`src/rtl/fetch_stage.sv`:
```
// Instruction fetch: PC register, instruction RAM address, and the IF/ID pipeline register. One-edge fetch latency.
// Backpressure: a stall holds the PC and IF/ID, a branch flushes IF/ID and redirects, and a PC past the end of the RAM halts fetching.
module fetch_stage #(
    parameter int          ADDR_W   = 8,
    parameter logic [31:0] RESET_PC = 32'h0000_0000
) (
    input  logic              clk,
    input  logic              reset,
    output logic [ADDR_W-1:0] imem_addr,
    input  logic [31:0]       imem_data,
    input  logic              stall,
    input  logic              branch_taken,
    input  logic [31:0]       branch_target,
    output logic [31:0]       if_id_instr,
    output logic [31:0]       if_id_pc4,
    output logic              if_id_valid,
    output logic              fetch_halt,
    output logic [15:0]       fetch_count
);

    typedef enum logic {
        RUN  = 1'b0,
        HALT = 1'b1
    } state_t;

    state_t      state, state_nxt;
    logic [31:0] pc, pc_nxt;
    logic [31:0] instr_nxt;
    logic [31:0] pc4_nxt;
    logic        valid_nxt;
    logic [15:0] count_nxt;

    logic [31:0] pc_plus4;
    logic [31:0] target_aligned;
    logic        pc_in_range;
    logic        target_in_range;
    logic [15:0] count_inc;

    assign pc_plus4       = pc + 32'd4;
    assign target_aligned = branch_target & ~32'd3;

    // Range checks use the full 32-bit value so a wrapped or large PC never aliases into the RAM.
    assign pc_in_range     = (pc >> ADDR_W) == 32'd0;
    assign target_in_range = (target_aligned >> ADDR_W) == 32'd0;

    assign count_inc  = (fetch_count == 16'hFFFF) ? fetch_count : fetch_count + 16'd1;
    assign imem_addr  = pc[ADDR_W-1:0];
    assign fetch_halt = (state == HALT);

    always_ff @(posedge clk) begin
        if (!reset) begin
            state       <= RUN;
            pc          <= RESET_PC;
            if_id_instr <= 32'h0;
            if_id_pc4   <= 32'h0;
            if_id_valid <= 1'b0;
            fetch_count <= 16'h0;
        end else begin
            state       <= state_nxt;
            pc          <= pc_nxt;
            if_id_instr <= instr_nxt;
            if_id_pc4   <= pc4_nxt;
            if_id_valid <= valid_nxt;
            fetch_count <= count_nxt;
        end
    end

    always_comb begin
        state_nxt = state;
        pc_nxt    = pc;
        instr_nxt = if_id_instr;
        pc4_nxt   = if_id_pc4;
        valid_nxt = if_id_valid;
        count_nxt = fetch_count;

        case (state)
            RUN: begin
                if (branch_taken) begin
                    pc_nxt    = target_aligned;
                    instr_nxt = 32'h0;
                    pc4_nxt   = 32'h0;
                    valid_nxt = 1'b0;
                end else if (!pc_in_range) begin
                    state_nxt = HALT;
                    instr_nxt = 32'h0;
                    pc4_nxt   = 32'h0;
                    valid_nxt = 1'b0;
                end else if (!stall) begin
                    pc_nxt    = pc_plus4;
                    instr_nxt = imem_data;
                    pc4_nxt   = pc_plus4;
                    valid_nxt = 1'b1;
                    count_nxt = count_inc;
                end
            end
            HALT: begin
                // Stall is irrelevant here: IF/ID only ever carries bubbles while halted.
                instr_nxt = 32'h0;
                pc4_nxt   = 32'h0;
                valid_nxt = 1'b0;
                if (branch_taken) begin
                    pc_nxt    = target_aligned;
                    state_nxt = target_in_range ? RUN : HALT;
                end
            end
            default: begin
                state_nxt = RUN;
            end
        endcase
    end

endmodule

```
`config.mk`:
```
export PLATFORM = sky130hd
export DESIGN_NAME = fetch_stage
export DESIGN_NICKNAME = d
export VERILOG_FILES = /design/src/rtl/fetch_stage.sv
export SDC_FILE = /design/constraint.sdc
export NUM_CORES = 1
export LEC_CHECK = 0
export CORE_UTILIZATION = 45
export DETAILED_ROUTE_END_ITERATION = 16
export PLACE_DENSITY = 0.8
export SLEW_MARGIN = 15
export SYNTH_ARGS = -nofsm -noshare
export SYNTH_HDL_FRONTEND = slang
export SYNTH_SLANG_ARGS = --single-unit
```
`constraint.sdc`:
```
create_clock -name clk -period 2.6 [get_ports clk]
set_input_delay 0.52 -clock clk [delete_from_list [all_inputs] [get_ports clk]]
set_output_delay 0.52 -clock clk [all_outputs]
set_load 0.01 [all_outputs]
```
== Word level (Yosys, flattened, before mapping) ==
Index checks and enable logic that the tools add are counted.
Cells by class
  add/subtract/negate cells: 2
  $mul: 0
  divide/modulo/power cells: 0
  magnitude comparators: 0
  equality and inequality tests: 5
  shift-type cells: 0
  muxes and demuxes: 21
  bitwise logic cells: 4
  reductions and logical operators: 4
Operator list (count)
  $mux W32: 9
  $pmux W32 S2: 3
  $logic_not A32 Y1: 2
  $add A32 B3 Y32 const B: 1
  $add A16 B1 Y16 const B: 1
  $eq A16 B16 Y1 const B: 1
  $mux W1: 7
  $ne A3 B3 Y1 const B: 2
  $reduce_and A5 Y1: 1
  $ne A4 B4 Y1 const B: 1
  $not A1 Y1: 4
  $pmux W1 S2: 2
  $reduce_and A3 Y1: 1
  $ne A2 B2 Y1 const B: 1
Word-level totals
  bits in registers: 114
  bits in latches: 0
  RAM bits: 0
  ROM bits: 0
  bits of input ports: 68
  output and inout bits: 90
  word-level logic and storage cells: 42
  memories: 0

== Longest topological paths before layout ==
  depth in word-level cells: 5
  gate-level depth with buffers: 8
  depth with buffers taken out: 7

== Worst setup path before layout ==
No wires, ideal clock.
  kind: input to register
  start: input port branch_taken
  end: register pc[22]
  arrival time: 2.042 ns
  required time: 2.514 ns
  setup slack: 0.472 ns
  stages: 7
  buffers on the path: 1
  path through: buf_2 -> or3b_1 -> nor4_4 -> nand3_1 -> nor4b_1 -> a221oi_1 -> a211oi_1
Between the ends
  cells in the longest elaborated chain, start to end: 2
Ends and longest elaborated chain
  from (decl): line 12  | input logic branch_taken,
  $ne A3 B3 Y1 (no source line), or another cell as far along
  $reduce_and A3 Y1 (no source line) / $pmux W32 S2 (equally long branches)
  to (signal assigned): line 60  | pc <= pc_nxt;
  to (decl): line 27  | logic [31:0] pc, pc_nxt;
Parallel ways exist; a longest one is shown, timed or not.
A chain may end at the register's enable or synchronous reset.

== Worst setup path after layout ==
  start: register pc[8]
  end: register pc[21]
Between the ends
  cells in the longest elaborated chain, start to end: 5
Ends and longest elaborated chain
  $add A32 B3 Y32: line 39  | assign pc_plus4 = pc + 32'd4;
  $mux W32: line 88  | end else if (!stall) begin
  $mux W32: line 83  | end else if (!pc_in_range) begin
  $mux W32: line 78  | if (branch_taken) begin
  $pmux W32 S2: line 76  | case (state)
Parallel ways exist; a longest one is shown, timed or not. The select of a mux whose other input is x is not followed.

==> reports/results.tsv <==
metric	value	unit
fin_crit_sh	0.9235	
final_cell_mix	clkdlybuf4s50_1 (152), dfxtp_1 (111), nor2_1 (83)	
synth_edf_count	0	
netSwitchingFraction	0.2634	
powerDensity	495.9	nW/um^2
wirelength	11650	um
nets	699	
start_util	0.4714	
place_area	6058	sq um
crit_fanout	12	
synth_compound_area_frac	0.1139	
die_w	101.3	um
ys_seq_area_frac	0.5007	
grt_use_met3	0.05935	
comb_power_share	0.110	
min_path_type	register to register	
synthesis.area	4438	sq um
cts.path.max_buffers	2	
cp_data_required_time	2.89	ns
final_common_cell	clkdlybuf4s50_1	
synth_top_family_by_area	simple AND/OR/NAND/NOR gates	
drive_above_1_share	0.05678	
synth_xor_area_frac	0.01973	
fp.dieH	101.3	um
cap_viol_max_count	0	
netlist_instances	489	
grt_first_pass_wirelength	18300	um
fmax	416.5	MHz
grt.total_usage	0.2261	
synthArstFlopShare	0	
rows	35	
postRouteAntennaNets	0	
synth.distinct_cells	46	
grt_pass1_vias	3883	
grt_max_degree	70	
post_cts_resized	0	
tightest_slew	0.8268	ns
globalplace.congestion	0.8546	
antenna_cells	0	
p_leak	2.366	nW
fin_area	6246	sq um
arrival	2.69	ns
grt_antenna_before_repair	0	
crit_type	register to register	
via_per_inst	5.359	
root_buffer	clkbuf_8	
placed_cells	747	
clock_latency	0.37	ns
crit_path_end_kind	register	
hpwl	8431	um
regArea	2222	sq um
route.detailed.drc	0	
min_from	if_id_valid	
path_clk_slew	0.11	ns
layoutNonFillerInstCount	763	
die-area	10260	sq um
num_vias	4089	
hold_violations	0	
multi_input_area	2017	sq um
synthMuxAreaShare	0.08120	
ys_warn_count	0	
p_switching	0.8160	mW
setup.worst_path.start_class	register	
postCtsHoldBufs	0	
synth-simple-area-share	0.2303	
status	completed	
cts_num_sinks	111	
finalSetupViolCount	0	
cts_tree	done	
r2r_slack	0.20	ns
gr-usage-met2	0.3925	
post_cts_buffers	0	
wl_per_cell	15.26	um
synth_flop_cell	dfxtp_1	
startpoint	pc[8]	
drtIter0Drc	198	
power.internal	2.281	mW
gr-total-overflow	0	
port_buffers	153	
skew	0.01010	ns
seqPwrFrac	0.570	
rsz0062_at_grt	false	
ios	158	
first_pass_iters	4	
grt.met1_usage	0.2675	
rr_startpoint	pc[8]	
tns	0	ns
synth.avg_cell_area	9.076	sq um
ys_ff_latch	111	
synthAdderAreaFrac	0.005639	
peakVddDrop	401.5	uV
clkPwrFrac	0.320	
timing.slew.headroom	0.4488	
maxSlewViolCount	0	
syn2layout_area_growth	40.74	%
fill_cells	777	
numCtsBuffers	9	
core-area	9415	sq um
top_usage_layer	met2	
finalCriticalPeriod	2.401	ns
htreeDepth	3	
[kinds of logic after synthesis]
kind of cell | after synthesis
and+or+nand+nor | 204
DFF | 111
AOI/OAI and AO/OA | 79
buffers and inverters | 46
muxes | 36
xor gates and xnor gates | 10
adders and majority gates | 2
other | 1
[per-layer routing]
metal	share of wire	vias to the layer above
li1	-	2005
met4	0.022	0
met2	0.50	131
met1	0.42	1930
met3	0.056	23
met5	0	-
[synth_stat cells, types with 2 or more instances]
cell type | n | area (sq um)
a211oi_1 | 2 | 15.01
a21oi_1 | 30 | 150.1
a221oi_1 | 2 | 17.52
a22oi_1 | 15 | 112.6
a32oi_1 | 2 | 17.52
and2_1 | 2 | 12.51
and3_1 | 26 | 162.7
buf_1 | 2 | 7.510
buf_2 | 4 | 20.02
buf_4 | 9 | 67.56
clkbuf_1 | 24 | 90.09
dfxtp_1 | 111 | 2222
ha_1 | 2 | 25.02
inv_1 | 7 | 26.28
mux2i_1 | 36 | 360.4
nand2_1 | 23 | 86.33
nand2b_1 | 3 | 18.77
nand3_1 | 17 | 85.08
nand4_1 | 9 | 56.30
nor2_1 | 83 | 311.6
nor3_1 | 7 | 35.03
nor3b_1 | 2 | 15.01
nor4_1 | 15 | 93.84
o211ai_1 | 2 | 15.01
o21ai_0 | 11 | 55.05
o21bai_1 | 2 | 15.01
o2bb2ai_1 | 2 | 17.52
o31ai_1 | 4 | 30.03
o32ai_1 | 3 | 26.28
or3_1 | 8 | 50.05
xor2_1 | 9 | 78.83
[cell type report]
cell class,count,share of cell area
tap,129,0.02584
sequential,111,0.3558
timing repair buffer,167,0.2612
multi-input combinational,333,0.3229
clock inverter,7,0.01022
inverter,7,0.004207
clock buffer,9,0.01983
[state kept, by name (all words and copies together) (netlist names)]
name,count
if_id_instr,32
if_id_pc4,31
pc,30
fetch_count,16
fetch_halt,1
if_id_valid,1
[critical path, cell delays in order, from the launching register on]
cell and delay (ns):
dfxtp_1 0.39, nor4_1 0.35, nand4_1 0.31, o41a_1 0.66, buf_4 0.27, nand2b_1 0.15
o21ai_0 0.18
[through the flow]
stage / setup WS, ns / util / hold slack (ns) / total power [mW]
5_1_grt: 0.04594 / 0.6634 / 0.5016 / 3.216
2_1_floorplan: 0.4725 / - / 0.4658 / 1.972
6_report: 0.1989 / 0.6634 / 0.4843 / 3.097
3_5_place_dp: 0.06490 / 0.6435 / 0.4396 / 2.140
4_1_cts: 0.2281 / 0.6634 / 0.4856 / 3.112
3_3_place_gp: 0.1263 / 0.6435 / 0.4349 / 2.130
[power groups by stage]
stage               registers, mW  logic [mW]  clock network, mW
CTS                          1.76       0.339               1.01
finish                       1.76       0.341              0.992
floorplan                    1.79       0.178                  0
global route                 1.77       0.368               1.08
global placement             1.80       0.329                  0
detailed placement           1.80       0.338                  0
[path summary, 6_finish.rpt]
check,endpoint,cells past startpoint
worst max-delay path,pc[21],6
worst min-delay path,if_id_valid,2
worst max register to register,pc[21],6
worst min register to register,if_id_valid,2
Power figures use the tool's default switching activity.
